===== src/rtl/fetch_buffer.sv =====
`default_nettype none
// ============================================================================
// Module   : fetch_buffer
// Purpose  : Instruction fetch buffer between the PC register and decode.
//            Issues instruction-memory reads at pcF and tracks the single
//            read in flight. Returned words are queued with their PC and
//            PC+4, then handed to decode on a valid/ready handshake.
//            Back-pressures the PC register through fetch_en and discards
//            all wrong-path work on an execute-stage redirect (flush).
// Ports    : clk, rst          - clock (rising edge), async active-high reset
//            pcF, pc_plus4F    - current fetch PC and PC+4 from PC register
//            flush             - execute-stage redirect, kills wrong path
//            fetch_en          - enable for the PC register
//            imem_req/addr     - instruction memory read request / address
//            imem_rdata        - read data, valid one cycle after imem_req
//            valid_d/ready_d   - decode handshake
//            instr_d, pc_d,
//            pc_plus4_d        - head entry presented to decode
// Revision : 1.0 - initial release
// ============================================================================
module fetch_buffer #(
    parameter int DATA_WIDTH = 32,
    parameter int DEPTH      = 4
) (
    input  logic                  clk,
    input  logic                  rst,
    input  logic [DATA_WIDTH-1:0] pcF,
    input  logic [DATA_WIDTH-1:0] pc_plus4F,
    input  logic                  flush,
    output logic                  fetch_en,
    output logic                  imem_req,
    output logic [DATA_WIDTH-1:0] imem_addr,
    input  logic [DATA_WIDTH-1:0] imem_rdata,
    output logic                  valid_d,
    input  logic                  ready_d,
    output logic [DATA_WIDTH-1:0] instr_d,
    output logic [DATA_WIDTH-1:0] pc_d,
    output logic [DATA_WIDTH-1:0] pc_plus4_d
);

    localparam int              PTR_W   = (DEPTH > 1) ? $clog2(DEPTH) : 1;
    localparam int              CNT_W   = $clog2(DEPTH + 1);
    localparam logic [CNT_W-1:0] C_DEPTH = CNT_W'(DEPTH);

    // Queue storage
    logic [DATA_WIDTH-1:0] instr_q [DEPTH];
    logic [DATA_WIDTH-1:0] pc_q    [DEPTH];
    logic [DATA_WIDTH-1:0] pc4_q   [DEPTH];

    logic [CNT_W-1:0]      count_q, count_d;
    logic [PTR_W-1:0]      rd_ptr_q, rd_ptr_d;
    logic [PTR_W-1:0]      wr_ptr_q, wr_ptr_d;
    logic                  inflight_valid_q;
    logic [DATA_WIDTH-1:0] inflight_pc_q;
    logic [DATA_WIDTH-1:0] inflight_pc4_q;

    logic [CNT_W-1:0]      occupancy_w;
    logic                  space_w;
    logic                  push_w;
    logic                  pop_w;

    // The in-flight read already owns a slot, so it counts toward occupancy;
    // this is what guarantees a returning word always finds room.
    assign occupancy_w = count_q + {{(CNT_W-1){1'b0}}, inflight_valid_q};
    assign space_w     = (occupancy_w < C_DEPTH);

    // No request while reset is held: the first read goes out in the first
    // cycle after release. A flush suppresses the wrong-path request but
    // still enables the PC register so it can load the redirect target.
    assign imem_req  = space_w & ~flush & ~rst;
    assign imem_addr = pcF;
    assign fetch_en  = space_w | flush;

    assign valid_d    = (count_q != '0);
    assign instr_d    = instr_q[rd_ptr_q];
    assign pc_d       = pc_q[rd_ptr_q];
    assign pc_plus4_d = pc4_q[rd_ptr_q];

    assign push_w = inflight_valid_q & ~flush;
    assign pop_w  = valid_d & ready_d & ~flush;

    always_comb begin
        count_d  = count_q;
        rd_ptr_d = rd_ptr_q;
        wr_ptr_d = wr_ptr_q;
        if (flush) begin
            count_d  = '0;
            rd_ptr_d = '0;
            wr_ptr_d = '0;
        end else begin
            if (push_w) begin
                wr_ptr_d = wr_ptr_q + PTR_W'(1);
            end
            if (pop_w) begin
                rd_ptr_d = rd_ptr_q + PTR_W'(1);
            end
            case ({push_w, pop_w})
                2'b10:   count_d = count_q + CNT_W'(1);
                2'b01:   count_d = count_q - CNT_W'(1);
                default: count_d = count_q;
            endcase
        end
    end

    always_ff @(posedge clk or posedge rst) begin
        if (rst) begin
            count_q          <= '0;
            rd_ptr_q         <= '0;
            wr_ptr_q         <= '0;
            inflight_valid_q <= 1'b0;
            inflight_pc_q    <= '0;
            inflight_pc4_q   <= '0;
            for (int i = 0; i < DEPTH; i++) begin
                instr_q[i] <= '0;
                pc_q[i]    <= '0;
                pc4_q[i]   <= '0;
            end
        end else begin
            count_q          <= count_d;
            rd_ptr_q         <= rd_ptr_d;
            wr_ptr_q         <= wr_ptr_d;
            inflight_valid_q <= imem_req;
            if (imem_req) begin
                inflight_pc_q  <= pcF;
                inflight_pc4_q <= pc_plus4F;
            end
            if (push_w) begin
                instr_q[wr_ptr_q] <= imem_rdata;
                pc_q[wr_ptr_q]    <= inflight_pc_q;
                pc4_q[wr_ptr_q]   <= inflight_pc4_q;
            end
        end
    end

endmodule
`default_nettype wire


===== config.mk =====
export PLATFORM = sky130hd
export DESIGN_NAME = fetch_buffer
export DESIGN_NICKNAME = d
export VERILOG_FILES = /design/src/rtl/fetch_buffer.sv
export SDC_FILE = /design/constraint.sdc
export NUM_CORES = 1
export LEC_CHECK = 0
export ABC_AREA = 1
export ABC_CLOCK_PERIOD_IN_PS = 22600
export CORE_MARGIN = 4
export CORE_UTILIZATION = 30
export DETAILED_ROUTE_END_ITERATION = 10
export GPL_TIMING_DRIVEN = 0
export PLACE_DENSITY_LB_ADDON = 0.12
export SLEW_MARGIN = 0
export SYNTH_ARGS = -nofsm -noshare
export SYNTH_HDL_FRONTEND = slang
export SYNTH_SLANG_ARGS = --single-unit

===== constraint.sdc =====
create_clock -name clk -period 22.6 [get_ports clk]
set_clock_uncertainty 0.1 [all_clocks]
set_input_delay 6.78 -clock clk [delete_from_list [all_inputs] [get_ports clk]]
set_output_delay 6.78 -clock clk [all_outputs]
set_load 0.005 [all_outputs]

==> impl_metrics.toml <==
[clock_tree]
cts_setup_buffers = 0
clock_latency_ps = 600
holdBufCountCts = 0
root_buffer = "clkbuf_16"
cts_resized = 0
cts-buffers-inserted = 52
cts_num_sinks = 456
htree_levels = 2
clk_pin_slew_ps = 50
tritoncts = "built"
clock_path_buffers = 3

[sta]
period_share_pct = 67.7
max_freq_mhz = 65.3
tightest_slew_ps = 773
setup_viol = 0
min_period_ps = 15310
hold_ws_ps = 378
finalHoldViolations = 0
finalMaxSlewViolations = 0
slew_headroom_pct = 48.4
grt_setup_unrepaired = "false"

[critical_path]
crit_required_ps = 15720
crit_path_max_fanout = 11
worstSetupPathType = "in2out"
worstPathArrival_ps = 8430
worst_setup_path_end_kind = "output port"
startpoint_type = "input pin"

[cells_and_area]
area_delta_synth_final_pct = 26.3
drive_above_1_share_pct = 9.08
final_core_util_pct = 38.2
final_cell_count_no_fill = 3424
fillers = 6676
fin_area_mm2 = 0.0246
nNetsFinal = 2635

[logic_synthesis]
synth_area_leader_cell = "dfrtp_1"
yosysSeqAreaShare_pct = 58.5
synth_seq_cells = 456
yosys_warnings = 0
netlist.area_leader.share_pct = 58.5
synth_nets = 2347
synth_area_leaders = "dfrtp_1 58%, o21ai_0 15%, nand2_1 11%, nor2_1 3.8%, o22ai_1 3.1%"
avgSynthCellArea_um2 = 8.70
syn_inst = 2242
ys_types = 23
syn_area_mm2 = 0.0195

[drt]
drc = 0
drt_wl_total_mm = 68.3
wire_per_inst_um = 19.9
ant_nets = 0
num_vias = 16900
drt_iter0_markers = 1219
drt_first_pass_iters = 6
viasPerCell = 4.92

[grt]
grt_max_degree = 129
grt_overflow = 0
antenna_found_initial = 3
grt_pass1_vias = 17100
grt_pass1_wl_mm = 105
grt_use_total_pct = 19.3

[power]
vdd_drop_max_mv = 0.0497
power.density_mw_per_mm2 = 93.9
power_w = 0.00231
p_leak_nw = 11.5

[placement]
io_buffer_count = 230
gp_congestion = 0.810
dp_hpwl_mm = 46.3
dpl.cell_count = 3331
placed_area_mm2 = 0.0230

[status]
status = "finished, final reports clean"

[floorplanning]
die_w_um = 263
fp-row-count = 93
dieArea_mm2 = 0.0692
pin_count = 231
start_util_pct = 30.3
die_y_um = 263
core-area_mm2 = 0.0645

[hold_path]
holdCritPathClass = "reg2reg"

[job]
drv_cap = 0
worst paths after layout:
path                                          from                          to  slack (ps)  cells past startpoint
hold reg to reg            instr_q[59]$_DFFE_PP0P_     instr_q[59]$_DFFE_PP0P_         380                      2
max in group asynchronous                      rst    instr_q[111]$_DFFE_PP0P_       14470                      4
setup reg to reg            count_q[0]$_DFFE_PP0P_      count_q[2]$_DFFE_PP0P_       20490                     11
hold / removal             instr_q[59]$_DFFE_PP0P_     instr_q[59]$_DFFE_PP0P_         380                      2
min in group asynchronous                      rst  inflight_valid_q$_DFF_PP0_        6680                      2
setup / recovery                             flush                    imem_req        7290                      6
Yosys cell counts:
master    instances
nand2_1         595
o21ai_0         570
dfrtp_1         456
nor2_1          197
inv_1           106
o22ai_1          96
buf_2            63
buf_4            45
clkbuf_1         40
clkbuf_2         38
o21ai_1           9
buf_6             6
nand3_1           5
ha_1              4
a21oi_1           2
inv_2             2
nor3_1            2
fa_1              1
nor2_4            1
o21bai_1          1
or2_2             1
xnor2_1           1
xor2_1            1
flip-flops by register name, indices dropped and copies added (netlist names):
register / count
pc_q: 128
inflight_valid_q: 1
inflight_pc4_q: 32
wr_ptr_q: 2
rd_ptr_q: 2
instr_q: 128
count_q: 3
inflight_pc_q: 32
pc4_q: 128
final cells by class:
class,count,area (µm²),share of cell area (%)
well taps,855,1070,4.34
flip-flops and latches,456,11400,46.3
inverters,108,413,1.68
repair buffers,234,2410,9.79
plain buffers,192,1060,4.31
clock buffers,84,1560,6.34
diodes,2,5.00,0.0203
clock inverters,7,70.1,0.284
multi-input cells,1486,6630,26.9
metal layers:
layer | track usage (%) | up-vias | wire [µm]
met5 | 0 | - | 7
met4 | 5.77 | 2 | 2090
met3 | 3.92 | 110 | 4410
met2 | 30.7 | 520 | 31300
met1 | 26.8 | 8315 | 30400
li1 | - | 7903 | -
where the power goes:
group	switching, W	total, W	internal [W]
sequential	0.0000687	0.00101	0.000946
clock	0.000338	0.000818	0.000480
combinational	0.000259	0.000479	0.000221
total	0.000665	0.00231	0.00165
cell usage in the layout (no fill, tap or decap), types with 5 or more instances in the layout:
cell and count:
nand2_1 595, o21ai_0 570, dfrtp_1 456, clkdlybuf4s50_1 230, nor2_1 197, inv_1 105, o22ai_1 96, buf_2 63
clkbuf_1 59, clkbuf_16 53, buf_4 45, clkbuf_2 38, clkbuf_8 12, o21ai_1 9, buf_6 6, nand3_1 5
critical path: stages:
cell and delay (ps):
clkdlybuf4s50_1 590, nor2_1 170, nand2_1 90, inv_2 60
buf_2 200, clkdlybuf4s50_1 530
cells by family after synthesis:
family	Yosys count	synth area share, %
flip-flops	456	58.5
AO/OA/AOI/OAI	678	18.0
XOR/XNOR	2	0.0898
buffers and inverters	300	7.52
AND/OR/NAND/NOR	801	15.5
adder cells (fa/ha/maj)	5	0.359
per-stage QoR:
step / setup WS, ps / setup TNS [ps]
global placement: -2870 / -1289240
floorplan: 3010 / 0
global route: 7200 / 0
CTS: 7260 / 0
finish: 7290 / 0
detailed placement: 7260 / 0
Note: power is estimated with default switching activity, not from simulation.
